--- src/rtl/async_queue_enq_ptr.sv ---
// async_queue_enq_ptr: enqueue-side Gray write-pointer controller for a 32-entry async queue
// Optional read-pointer protocol checker enabled by defining ASYNC_QUEUE_PTR_CHECK_EN.
module async_queue_enq_ptr #(
  parameter int DATA_W = 32
) (
  input  logic              clock,
  input  logic              reset,
  input  logic              enq_valid,
  output logic              enq_ready,
  input  logic [DATA_W-1:0] enq_bits,
  output logic              mem_wen,
  output logic [4:0]        mem_waddr,
  output logic [DATA_W-1:0] mem_wdata,
  output logic [5:0]        wptr_d,
  output logic              wptr_en,
  input  logic [5:0]        rptr_gray_sync,
  output logic [5:0]        level,
  output logic              ptr_err
);
  logic [5:0] r_bin;
  logic [5:0] r_gray;
  logic [5:0] w_bin_nxt;
  logic [5:0] w_gray_nxt;
  logic [5:0] w_rbin;
  logic       w_full;
  logic       w_fire;
  // Full when the write pointer is exactly one lap (32 entries) ahead of the read pointer
  assign w_full     = r_gray == {~rptr_gray_sync[5:4], rptr_gray_sync[3:0]};
  assign enq_ready  = reset & ~w_full;
  assign w_fire     = enq_valid & enq_ready;
  assign w_bin_nxt  = r_bin + 6'd1;
  assign w_gray_nxt = w_bin_nxt ^ (w_bin_nxt >> 1);
  assign mem_wen    = w_fire;
  assign mem_waddr  = r_bin[4:0];
  assign mem_wdata  = enq_bits;
  assign wptr_en    = w_fire | ~reset;
  assign wptr_d     = reset ? w_gray_nxt : 6'h00;
  // Gray-to-binary of the synchronized read pointer, MSB downwards
  always_comb begin
    w_rbin[5] = rptr_gray_sync[5];
    for (int i = 4; i >= 0; i--) w_rbin[i] = w_rbin[i+1] ^ rptr_gray_sync[i];
  end
  assign level = r_bin - w_rbin;
  // Write count and its Gray image advance together on every accepted beat
  always_ff @(posedge clock) begin
    if (!reset) begin
      r_bin  <= 6'd0;
      r_gray <= 6'd0;
    end else if (w_fire) begin
      r_bin  <= w_bin_nxt;
      r_gray <= w_gray_nxt;
    end
  end
`ifdef ASYNC_QUEUE_PTR_CHECK_EN
  logic [5:0] r_rptr_prev;
  logic       r_err;
  logic [5:0] w_rdiff;
  logic       w_multi;
  assign w_rdiff = r_rptr_prev ^ rptr_gray_sync;
  assign w_multi = (w_rdiff & (w_rdiff - 6'd1)) != 6'd0;
  // Sticky flag for a non-Gray read pointer step or an impossible occupancy
  always_ff @(posedge clock) begin
    if (!reset) begin
      r_rptr_prev <= 6'd0;
      r_err       <= 1'b0;
    end else begin
      r_rptr_prev <= rptr_gray_sync;
      r_err       <= r_err | w_multi | (level > 6'd32);
    end
  end
  assign ptr_err = r_err;
`else
  assign ptr_err = 1'b0;
`endif
endmodule

--- config.mk ---
export PLATFORM = sky130hd
export DESIGN_NAME = async_queue_enq_ptr
export DESIGN_NICKNAME = d
export VERILOG_FILES = /design/src/rtl/async_queue_enq_ptr.sv
export SDC_FILE = /design/constraint.sdc
export NUM_CORES = 1
export LEC_CHECK = 0
export ABC_AREA = 1
export ABC_CLOCK_PERIOD_IN_PS = 4000
export BUFFER_PORTS_ARGS = -buffer_cell sky130_fd_sc_hd__buf_2
export CAP_MARGIN = 20
export CORE_MARGIN = 2
export CORE_UTILIZATION = 45
export DETAILED_ROUTE_END_ITERATION = 7
export PLACE_DENSITY = 0.87
export SYNTH_ARGS = -nofsm -noshare
export SYNTH_HDL_FRONTEND = slang
export SYNTH_SLANG_ARGS = --single-unit
export TNS_END_PERCENT = 30
--- constraint.sdc ---
create_clock -name clock -period 4 [get_ports clock]
set_input_delay 0.8 -clock clock [delete_from_list [all_inputs] [get_ports clock]]
set_output_delay 0.8 -clock clock [all_outputs]
set_load 0.05 [all_outputs]
# After elaboration in Yosys (flattened, before gate mapping)
# Index checks and enable logic that the tools add are counted.
dict set report word_totals {
  register_bits 12
  latch_bits 0
  ram_bits 0
  mem_bits_ro 0
  input_bits 41
  output_inout_bits 53
  wordCells 18
  memories 0
}
dict set report classes {
  n_addsub 2
  n_mul 0
  div_mod_pow 0
  n_lt_le_gt_ge 0
  n_eq_ne 1
  shifts 0
  mux 1
  bitwise 12
  n_reduce_logical 0
}
# op count
set op_table {}
lappend op_table {{$add A6 B1 Y6 const B} 1}
lappend op_table {{$eq A6 B6 Y1} 1}
lappend op_table {{$mux W6} 1}
lappend op_table {{$sub A6 B6 Y6} 1}
lappend op_table {{$xor A6 B5 Y6} 1}
lappend op_table {{$xor A1 B1 Y1} 5}
lappend op_table {{$and A1 B1 Y1} 2}
lappend op_table {{$not A1 Y1} 2}
lappend op_table {{$not A2 Y2} 1}
lappend op_table {{$or A1 B1 Y1} 1}

# Depth between registers and ports, before layout
# Gate-level depths: netlist of run 1.
dict set report depth {
  depth_word 6
  depth_mapped 19
}

# Least setup slack after synthesis of run 1
# Ideal clock, no wire load.
dict set report synth_path {
  kind {input to output}
  from {in rptr_gray_sync[5]}
  to {out level[4]}
  arrival_ns 2.991
  required_ns 3.200
  path_slack_ns 0.209
  path_stages 17
  cell_sequence {inv_1 nand2_1 nand2_1 nand2_1 nand2_1 nand2_1 nand2_1 nand2_1 nand2_1 nand2_1 nand2_1 ha_1 inv_1 fa_1 nand3_1 nand3_1 xor2_1}
}
dict set report synth_via {
  elab_chain_cells 6
}
# item line
set synth_lines {}
lappend synth_lines {{start: declaration} 16} ;# input logic [5:0] rptr_gray_sync,
lappend synth_lines {{$xor A1 B1 Y1 *} 41} ;# for (int i = 4; i >= 0; i--) w_rbin[i] = w_rbin[i+1] ^ rptr_gray_sync[i];
lappend synth_lines {{$xor A1 B1 Y1 (4 in a row)} 41}
lappend synth_lines {{$sub A6 B6 Y6 *} 43} ;# assign level = r_bin - w_rbin;
lappend synth_lines {{end: declaration} 17} ;# output logic [5:0] level,
# Mark *: on every way between the ends. The rest lies on a longest branch, timed or not.

# Final worst setup path of run 1
# Ends and elaborated chain as after synthesis.

==> results of run 1 <==
power by group through the flow:
| stage | Combinational, mW | Clock, mW | Sequential (mW) |
|---|---|---|---|
| finish | 0.252 | 0.0775 | 0.129 |
| global route | 0.274 | 0.0849 | 0.130 |
| CTS | 0.254 | 0.0800 | 0.129 |
| detailed placement | 0.253 | 0 | 0.132 |
| global placement | 0.250 | 0 | 0.132 |
| floorplan | 0.300 | 0 | 0.129 |
layer usage:
layer	track usage (%)	up-vias
met3	4.40	4
met4	4.65	0
met5	0	-
met2	24.4	35
li1	-	588
met1	18.3	458
flip-flops by register name, summed over array words and instances, names as in the netlist:
name / flops
r_bin: 6
r_gray: 5
synthesized netlist by cell type:
library cell,n,share of area [%]
ha_1,6,5.6
fa_1,1,1.5
dfxtp_1,11,17
nor2_1,24,6.8
xor2_1,6,4.0
inv_1,27,7.6
inv_2,4,1.1
nand4_1,2,0.94
nand2_1,58,16
nor2_4,1,0.85
nand3_4,2,2.6
conb_1,1,0.28
nand2_2,2,0.94
buf_6,1,0.85
nor2_2,4,1.9
a21oi_2,1,0.66
nand3_1,13,4.9
a21oi_4,1,1.2
o21ai_0,2,0.75
clkbuf_1,1,0.28
o21ai_1,2,0.75
or2_1,1,0.47
buf_4,38,21
a21oi_1,4,1.5
final timing paths:
kind | endpoint | slack, ns | depth (start not counted) | from
worst min register to register | r_gray[3]$_SDFFE_PN0P_ | 0.53 | 4 | r_gray[3]$_SDFFE_PN0P_
worst min-delay path | r_gray[3]$_SDFFE_PN0P_ | 0.53 | 4 | r_gray[3]$_SDFFE_PN0P_
worst max register to register | r_gray[1]$_SDFFE_PN0P_ | 2.38 | 6 | r_bin[1]$_SDFFE_PN0P_
worst max-delay path | level[4] | 0.31 | 19 | rptr_gray_sync[5]
metrics by stage:
stage          utilization, %  area (µm²)
3_3_place_gp             43.4        1210
3_5_place_dp             43.4        1210
4_1_cts                  44.4        1230
2_1_floorplan               -        1330
5_1_grt                  44.4        1230
6_report                 44.4        1230
kinds of logic (layout without fill, tap and decap cells):
kind of cell	Yosys count	in the layout	synth area share, %
xor+xnor	6	6	3.95
buf+inv	71	63	31.4
fa+ha+maj	7	7	7.16
simple gates	107	107	35.8
compound gates	10	10	4.90
flops	11	11	16.6
other cells	1	1	0.282
cell type report:
class,count,area (µm²)
Sequential cell,11,220
Multi-Input combinational cell,131,692
Clock buffer,4,26.3
Fill cell,303,1550
Timing Repair Buffer,28,140
Inverter,31,116
Tap cell,31,38.8
worst max-delay path: cells and delay by family:
family        cells  cell delay, ns
fa+ha+maj         2            0.53
xor+xnor          1            0.12
simple gates     12            0.94
buf+inv           4            0.49
==> results.md, run 1 <==
* Crit path max-delay cell type: fa_1
* Synth Instances at 213
* GRT Overall Usage at 14.7%
* Distinct cells, synth at 24
* Synth warn at 0
* CTS clk-pin slew, worst paths at 0.08 ns
* Comb power frac at 54.9%
* CP arrival at 2.89 ns
* Syn_nets at 261
* Final hold slack at 0.534 ns
* Nets at 254
* Layout cells sized above 1 at 22.4%
* CP most frequent cell: nand2_1
* Final wirelength at 2.40 mm
* Worst-path cell chain: buf_2 > inv_1 > nand2_1 > nand2_1 > nand2_1 > nand2_1 > nand2_1 > nand2_1 > nand2_1 > nand2_1 > nand2_1 > nand2_1 > ha_1 > inv_1 > fa_1 > nand3_1 > nand3_1 > xor2_1 > buf_2
* Synth-to-layout area growth at -7.16%
* Post-Syn Area at 0.00133 mm²
* WL/cell at 10.2 µm
* First-pass GRT wire length at 3.94 mm
* Highest metal used: met4
* Metal3 WL at 189 µm
* Clock power frac at 16.9%
* Clk_lat worst skew at 0.27 ns
* Die span in y at 58.3 µm
* NetSw at 0.237 mW
* RSZ-0062 raised after global routing: no
* Die Wd at 58.3 µm
* Highest-count cells in the layout ignoring fill and taps: nand2_1, buf_2, inv_1, nor2_1, nand3_1
* Clock buffer count from CTS at 3
* DR iter-0 viols at 27
* PD cells at 371 mW/mm²
* CTS tree: done
* Number of clock sinks at 11
* CTS Buffer Depth at 2
* Wire length on met1 at 1.08 mm
* Number of global-route vias before repair at 934
* Achievable Freq at 271 MHz
* DIE AREA at 0.00340 mm²
* Status: complete, no violations
* Post-Syn Area per Cell at 6.24 µm²
* CTS hold repair buffers at 0
* Setup Slack @ Placement at 0.290 ns
* Register area share after synthesis at 16.6%
* Synthesized flop and latch total at 11
* CP Capture Type: output pin
* Layout Cells excl Fill at 236
* Core footprint at 0.00278 mm²
* Setup TNS at 0 ns
* DR vias at 1085
* Final Hold Viols at 0
* DPL Wire Length at 1.94 mm
* Worst-path maximum fanout at 3
* Leak at 0.732 nW
* Min-Delay Path Class: register to register
* # IOs at 94
* Via density at 4.60
* Final WS setup at 0.314 ns
* Internal power at 0.221 mW
* Post-CTS sizing at 0
* Rows at 19
* Sw Share at 51.8%
* Total Power at 0.458 mW
* Total grt overflow at 0
* Most common cell after layout, fill and taps aside: nand2_1
* Clock H-tree levels at 1
* Largest net degree at the start of global routing at 18
* Layout Skew at 0.00465 ns
* Post-CTS Setup Inserts at 0
* Buffers on Ports at 28
* Min Tclk post-route at 3.69 ns
* Worst vdd ir at 263 µV
* Post-DRT Antenna Nets at 0
* Diode count at 0
* Cells after DPL at 232
* Max-slew violation count at 0
* Max-cap violations at 0
* Final GP Congestion at 0.924
* Crit path largest cell delay at 0.40 ns
* Setup-failing EPs final at 0
* Reg power frac at 28.1%
* Metal2 WL at 1.12 mm
* DRT Pass-1 Iters at 4
* Part of the cycle the worst path needs at 92.2%
* CTS root buf: clkbuf_4
* Initial antenna violation count at 0
* Critical Path Source Type: primary input
* Starting Density at 47.8%
* Drc violations at 0
* CP Class: primary input to output pin
* Worst path required time at 3.20 ns
(Power assumes the default switching activity.)
==> inputs of run 2 (changes only) <==
==> constraint.sdc (replaced) <==
create_clock -name clock -period 4 [get_ports clock]
set_input_delay 0.8 -clock clock [delete_from_list [all_inputs] [get_ports clock]]
set_output_delay 0.8 -clock clock [all_outputs]
set_load 0.005 [all_outputs]
==> results.md, run 2 (same netlist as run 1, synthesis figures left out) <==
* Final wirelength at 2.42 mm (was 2.40 mm)
* Status: complete, no violations (unchanged)
* CTS Buffer Depth at 2 (unchanged)
* Setup TNS at 0 ns (unchanged)
* Crit path max-delay cell type: fa_1 (unchanged)
* Reg2reg setup slack at 2.39 ns (was 2.38 ns)
* Sw Share at 37.7% (was 51.8%)
* Total grt overflow at 0 (unchanged)
* Nets at 254 (unchanged)
* Layout Skew at 0.00181 ns (was 0.00465 ns)
* Worst-path cell chain: buf_2 > inv_1 > nand2_1 > nand2_1 > nand2_1 > nand2_1 > nand2_1 > nand2_1 > nand2_1 > nand2_1 > nand2_1 > nand2_1 > ha_1 > inv_1 > fa_1 > nand3_1 > nand3_1 > xor2_1 > buf_2 (unchanged)
* Internal power at 0.220 mW (was 0.221 mW)
* Die span in y at 58.3 µm (unchanged)
* Biggest regs: r_bin x6, r_gray x5 (unchanged)
* Final Hold Viols at 0 (unchanged)
* Comb power frac at 42.0% (was 54.9%)
* Highest-count cells in the layout ignoring fill and taps: nand2_1, buf_2, inv_1, nor2_1, nand3_1 (unchanged)
* Max FFs per register at 6 (unchanged)
* NetSw at 0.133 mW (was 0.237 mW)
* DR vias at 1105 (was 1085)
* DPL Wire Length at 1.95 mm (was 1.94 mm)
* Worst hold path depth at 4 (unchanged)
* Post-CTS Setup Inserts at 0 (unchanged)
* # IOs at 94 (unchanged)
* Worst-path maximum fanout at 3 (unchanged)
* DRT Pass-1 Iters at 4 (unchanged)
* Max-slew violation count at 0 (unchanged)
* Core footprint at 0.00278 mm² (unchanged)
* Clk_lat worst skew at 0.26 ns (was 0.27 ns)
* GRT Overall Usage at 14.8% (was 14.7%)
* Buf+Inv Stages, Crit Path at 4 (unchanged)
* Starting Density at 47.8% (unchanged)
* Clock power frac at 21.3% (was 16.9%)
* Post-CTS sizing at 0 (unchanged)
* Reg2Reg Launch Point: r_bin[1]$_SDFFE_PN0P_ (unchanged)
* Die Wd at 58.3 µm (unchanged)
* RSZ-0062 raised after global routing: no (unchanged)
* Clock H-tree levels at 1 (unchanged)
* Worst vdd ir at 223 µV (was 263 µV)
* HP Start: r_gray[3]$_SDFFE_PN0P_ (unchanged)
* CTS hold repair buffers at 0 (unchanged)
* Stages on worst setup path at 19 (unchanged)
* CP arrival at 2.76 ns (was 2.89 ns)
* Largest net degree at the start of global routing at 18 (unchanged)
* Min-Delay Path Class: register to register (unchanged)
* Layout cells sized above 1 at 22.4% (unchanged)
* Buffers on Ports at 28 (unchanged)
* Setup-failing EPs final at 0 (unchanged)
* DIE AREA at 0.00340 mm² (unchanged)
* Max-cap violations at 0 (unchanged)
* Synth-to-layout area growth at -7.16% (unchanged)
* Achievable Freq at 281 MHz (was 271 MHz)
* CP Capture Type: output pin (unchanged)
* Reg power frac at 36.7% (was 28.1%)
* First-pass GRT wire length at 3.97 mm (was 3.94 mm)
* Post-route cell area at 0.00123 mm² (unchanged)
* Most common cell after layout, fill and taps aside: nand2_1 (unchanged)
* Drc violations at 0 (unchanged)
* Critical Path Source Type: primary input (unchanged)
* CP most frequent cell: nand2_1 (unchanged)
* Min Tclk post-route at 3.56 ns (was 3.69 ns)
* Initial antenna violation count at 0 (unchanged)
* Placed Instance Area at 0.00121 mm² (unchanged)
* CTS root buf: clkbuf_4 (unchanged)
* FF-to-FF End: r_gray[1]$_SDFFE_PN0P_ (unchanged)
* PD cells at 286 mW/mm² (was 371 mW/mm²)
* Crit path largest cell delay at 0.40 ns (about the same)
* Part of the cycle the worst path needs at 89.0% (was 92.2%)
* Number of global-route vias before repair at 950 (was 934)
* CP Class: primary input to output pin (unchanged)
* CTS clk-pin slew, worst paths at 0.07 ns (was 0.08 ns)
* Hold Path Sink: r_gray[3]$_SDFFE_PN0P_ (unchanged)
* Leak at 0.732 nW (unchanged)
* R2r worst-path depth at 6 (unchanged)
* Number of clock sinks at 11 (unchanged)
* Rows at 19 (unchanged)
* Via density at 4.68 (was 4.60)
* Clock buffer count from CTS at 3 (unchanged)
* DR iter-0 viols at 29 (was 27)
* Final GP Congestion at 0.924 (about the same)
* Largest delay contributor family on the critical path: simple AND/OR/NAND/NOR gates (unchanged)
* Worst path required time at 3.20 ns (about the same)
* CTS tree: done (unchanged)
* Diode count at 0 (unchanged)
* WL/cell at 10.2 µm (about the same)
* Post-DRT Antenna Nets at 0 (unchanged)
* Largest Register: r_bin (unchanged)
## run 2: how the worst max path moves through the flow
stage	startpoint	to	slack, ns
floorplan	rptr_gray_sync[5]	level[4]	0.82
global placement	rptr_gray_sync[5]	level[4]	0.51
detailed placement	rptr_gray_sync[5]	level[4]	0.43
CTS	rptr_gray_sync[5]	level[4]	0.44
global route	rptr_gray_sync[5]	level[4]	0.18
finish	rptr_gray_sync[5]	level[4]	0.44
## run 2: per-layer routing
layer | track usage [%] | routed length [µm] | up-vias | share of wire [%]
met5 | 0 | 0 | - | 0
met4 | 4.32 | 16 | 0 | 0.66
met3 | 3.96 | 178 | 4 | 7.4
met2 | 25.2 | 1150 | 33 | 48
met1 | 18.3 | 1070 | 482 | 44
li1 | - | - | 586 | -
## run 2: tightest hold or removal path, stage by stage, from the launching register on
cell,delay (ns)
dfxtp_1,0.31
inv_1,0.06
nand2_1,0.05
inv_1,0.04
nor2_1,0.03
## run 2: power groups by stage
stage	Combinational (mW)	Sequential, mW	Clock [mW]
floorplan	0.134	0.129	0
global placement	0.146	0.132	0
detailed placement	0.149	0.132	0
CTS	0.150	0.129	0.0783
global route	0.170	0.131	0.0853
finish	0.148	0.129	0.0751
## run 2: final cells by class
cell class / instances / area [µm²]
Clock buffer: 4 / 26.3
Inverter: 31 / 116
Multi-Input combinational cell: 131 / 692
Sequential cell: 11 / 220
Tap cell: 31 / 38.8
Fill cell: 309 / 1550
Timing Repair Buffer: 28 / 140
## run 2: per-stage QoR
step / hold slack, ns / std cells / worst slack [ns] / power, mW / utilization, %
after floorplan: 0.507 / 213 / 0.817 / 0.263 / -
after global placement: 0.521 / 232 / 0.511 / 0.278 / 43.4
after detailed placement: 0.522 / 232 / 0.435 / 0.281 / 43.4
after CTS: 0.537 / 236 / 0.442 / 0.357 / 44.4
after global routing: 0.575 / 236 / 0.180 / 0.386 / 44.4
final: 0.533 / 236 / 0.439 / 0.353 / 44.4
==> inputs of run 3 (changes only) <==
- ABC_AREA: 1 -> 0
- CORE_UTILIZATION: 45 -> 44
==> results.md, run 3 <==
* Post-DRT Antenna Nets at 0 (unchanged)
* Min Tclk post-route at 3.88 ns (was 3.56 ns)
* Register area share after synthesis at 17.4% (was 16.6%)
* Part of the cycle the worst path needs at 96.9% (was 89.0%)
* Diode count at 0 (unchanged)
* Setup-failing EPs final at 0 (unchanged)
* Largest delay contributor family on the critical path: XOR/XNOR gates (was simple AND/OR/NAND/NOR gates)
* Min-Delay Path Class: register to register (unchanged)
* DPL Wire Length at 1.68 mm (was 1.95 mm)
* EDFF count, synth at 0 (unchanged)
* Max-cap violations at 0 (unchanged)
* Rows at 19 (unchanged)
* Buf+Inv Stages, Crit Path at 3 (was 4)
* Final hold slack at 0.487 ns (was 0.533 ns)
* Max-slew violation count at 0 (unchanged)
* Top cells by count, synth: buf_4, xnor2_1, dfxtp_1, nand2_1 (was nand2_1, buf_4, inv_1)
* Final GP Congestion at 0.813 (was 0.924)
* Crit path largest cell delay at 0.36 ns (was 0.40 ns)
* Met3 usage at 3.57% (was 3.96%)
* GR Util met1 at 18.0% (was 18.3%)
* Syn_nets at 205 (was 261)
* GRT Overall Usage at 13.3% (was 14.8%)
* CTS tree: done (unchanged)
* Achievable Freq at 258 MHz (was 281 MHz)
* Synth-to-layout area growth at -4.25% (was -7.16%)
* Layout Skew at 0.00311 ns (was 0.00181 ns)
* Post-Syn Area at 0.00127 mm² (was 0.00133 mm²)
* Total Power at 0.359 mW (was 0.353 mW)
* First-pass GRT wire length at 3.48 mm (was 3.97 mm)
* CTS root buf: clkbuf_4 (unchanged)
* Starting Density at 46.3% (was 47.8%)
* Most Used Layer, Global Route: met2 (unchanged)
* Layout Cells excl Fill at 181 (was 236)
* Final wirelength at 2.21 mm (was 2.42 mm)
* CP Class: primary input to output pin (unchanged)
* Biggest regs: r_bin x6, r_gray x5 (unchanged)
* Top-count cell post-synth: buf_4 (was nand2_1)
* Leak at 0.560 nW (was 0.732 nW)
* PD cells at 297 mW/mm² (was 286 mW/mm²)
* Final Hold Viols at 0 (unchanged)
* Total grt overflow at 0 (unchanged)
* Worst path required time at 3.20 ns (about the same)
* Core footprint at 0.00273 mm² (was 0.00278 mm²)
* CP arrival at 3.08 ns (was 2.76 ns)
* Comb power frac at 44.4% (was 42.0%)
* Top cells by area, synth: buf_4, dfxtp_1, xnor2_1 (was buf_4, dfxtp_1, nand2_1)
* Drc violations at 0 (unchanged)
* Initial antenna violation count at 0 (unchanged)
* Worst-path maximum fanout at 3 (unchanged)
* CP most frequent cell: xor2_2 (was nand2_1)
* DR vias at 936 (was 1105)
* DIE AREA at 0.00332 mm² (was 0.00340 mm²)
* DR iter-0 viols at 13 (was 29)
* Nets at 199 (was 254)
* Largest net degree at the start of global routing at 19 (was 18)
* NetSw at 0.124 mW (was 0.133 mW)
* Synth top area share at 22.5% (was 21.5%)
* Clock buffer count from CTS at 3 (unchanged)
* Distinct cells, synth at 38 (was 24)
* CP Capture Type: output pin (unchanged)
* Sw Share at 34.5% (was 37.7%)
* Most area-hungry cell type in the Yosys netlist: buf_4 (unchanged)
* Clock power frac at 21.2% (was 21.3%)
* Cells after DPL at 175 (was 232)
* Worst vdd ir at 160 µV (was 223 µV)
* Crit path max-delay cell type: fa_2 (was fa_1)
* Synthesized flop and latch total at 11 (unchanged)
* Critical Path Source Type: primary input (unchanged)
* Status: complete, no violations (unchanged)
* Largest Register: r_bin (unchanged)
* WL/cell at 12.2 µm (was 10.2 µm)
* Layout cells sized above 1 at 30.7% (was 22.4%)
* Via density at 5.17 (was 4.68)
* # IOs at 94 (unchanged)
* Buffers on Ports at 28 (unchanged)
* DRT Pass-1 Iters at 5 (was 4)
* Most common cell after layout, fill and taps aside: buf_2 (was nand2_1)
* Post-Syn Area per Cell at 8.07 µm² (was 6.24 µm²)
* Post-synth ARST share at 0% (unchanged)
* Clk_lat worst skew at 0.27 ns (was 0.26 ns)
* Synth Instances at 157 (was 213)
* Highest-count cells in the layout ignoring fill and taps: buf_2, xnor2_1, nand2_1, dfxtp_1, nor2_1 (was nand2_1, buf_2, inv_1, nor2_1, nand3_1)
* Synth warn at 0 (unchanged)
* Clock H-tree levels at 1 (unchanged)
* Max FFs per register at 6 (unchanged)
* Die span in y at 57.6 µm (was 58.3 µm)
* Reg power frac at 34.3% (was 36.7%)
* Internal power at 0.235 mW (was 0.220 mW)
* Prevailing post-synth register cell: dfxtp_1 (unchanged)
* Number of clock sinks at 11 (unchanged)
* Met2 global-route usage at 19.6% (was 25.2%)
* Number of global-route vias before repair at 774 (was 950)
* Die Wd at 57.6 µm (was 58.3 µm)
* CTS clk-pin slew, worst paths at 0.07 ns (about the same)
* CTS Buffer Depth at 2 (unchanged)
* Worst-path cell chain: clkbuf_4 > xnor2_4 > xor2_2 > xor2_2 > xor2_2 > xnor2_1 > ha_2 > inv_2 > fa_2 > nand2_1 > nand2_1 > a21oi_2 > xnor2_1 > buf_2 (was buf_2 > inv_1 > nand2_1 > nand2_1 > nand2_1 > nand2_1 > nand2_1 > nand2_1 > nand2_1 > nand2_1 > nand2_1 > nand2_1 > ha_1 > inv_1 > fa_1 > nand3_1 > nand3_1 > xor2_1 > buf_2)
## run 3: per-layer routing
metal,vias to the layer above,share of wire (%)
met5,-,0
met4,0,1.7
met3,9,8.7
met2,38,47
met1,433,43
li1,456,-
## run 3: tightest hold or removal path: stages (launching register included)
cell and delay, ns:
dfxtp_1 0.32, nand3_1 0.06, o21ai_0 0.06
## run 3: path summary, 6_finish.rpt
kind	cells after the start	start	slack (ns)	end
max	14	rptr_gray_sync[4]	0.12	level[4]
min	2	r_gray[0]$_SDFFE_PN0P_	0.49	r_gray[0]$_SDFFE_PN0P_
max reg2reg	6	r_bin[1]$_SDFFE_PN0P_	2.05	r_gray[4]$_SDFFE_PN0P_
min reg2reg	2	r_gray[0]$_SDFFE_PN0P_	0.49	r_gray[0]$_SDFFE_PN0P_
## run 3: area by class of cell
type                       instances  area (µm²)
tap                               31        38.8
inverter                          10        37.5
sequential                        11         220
fill                             291        1520
multi-input combinational         95         732
clock buffer                       4        26.3
timing repair buffer              30         158
## run 3: cells by family after synthesis
group           synth area share, %
compound gates                 12.9
xor+xnor                       18.9
fa+ha+maj                      7.51
buf+inv                        27.2
flops                          17.4
mux                           0.791
other cells                   0.296
simple gates                   15.0
## run 3: timing repair
item,4_1_cts,5_1_grt
pin swaps,0,11
hold buffers,0,0
setup endpoints to repair,2,2
gates resized for setup,1,9
setup buffers,0,2
## run 3: power groups by stage
stage / clock network [mW] / registers, mW / logic, mW
floorplan: 0 / 0.123 / 0.128
global placement: 0 / 0.125 / 0.142
detailed placement: 0 / 0.126 / 0.143
CTS: 0.0756 / 0.123 / 0.144
global route: 0.0846 / 0.124 / 0.179
finish: 0.0763 / 0.123 / 0.160
## run 3: through the flow
stage,utilization [%],worst slack [ns],setup TNS (ns),cell area [µm²]
2_1_floorplan,-,0.396,0,1270
4_1_cts,42.6,-0.00601,-0.00601,1160
3_3_place_gp,41.6,0.0211,0,1140
3_5_place_dp,41.6,0.00120,0,1140
5_1_grt,44.3,-0.0362,-0.0375,1210
6_report,44.3,0.122,0,1210
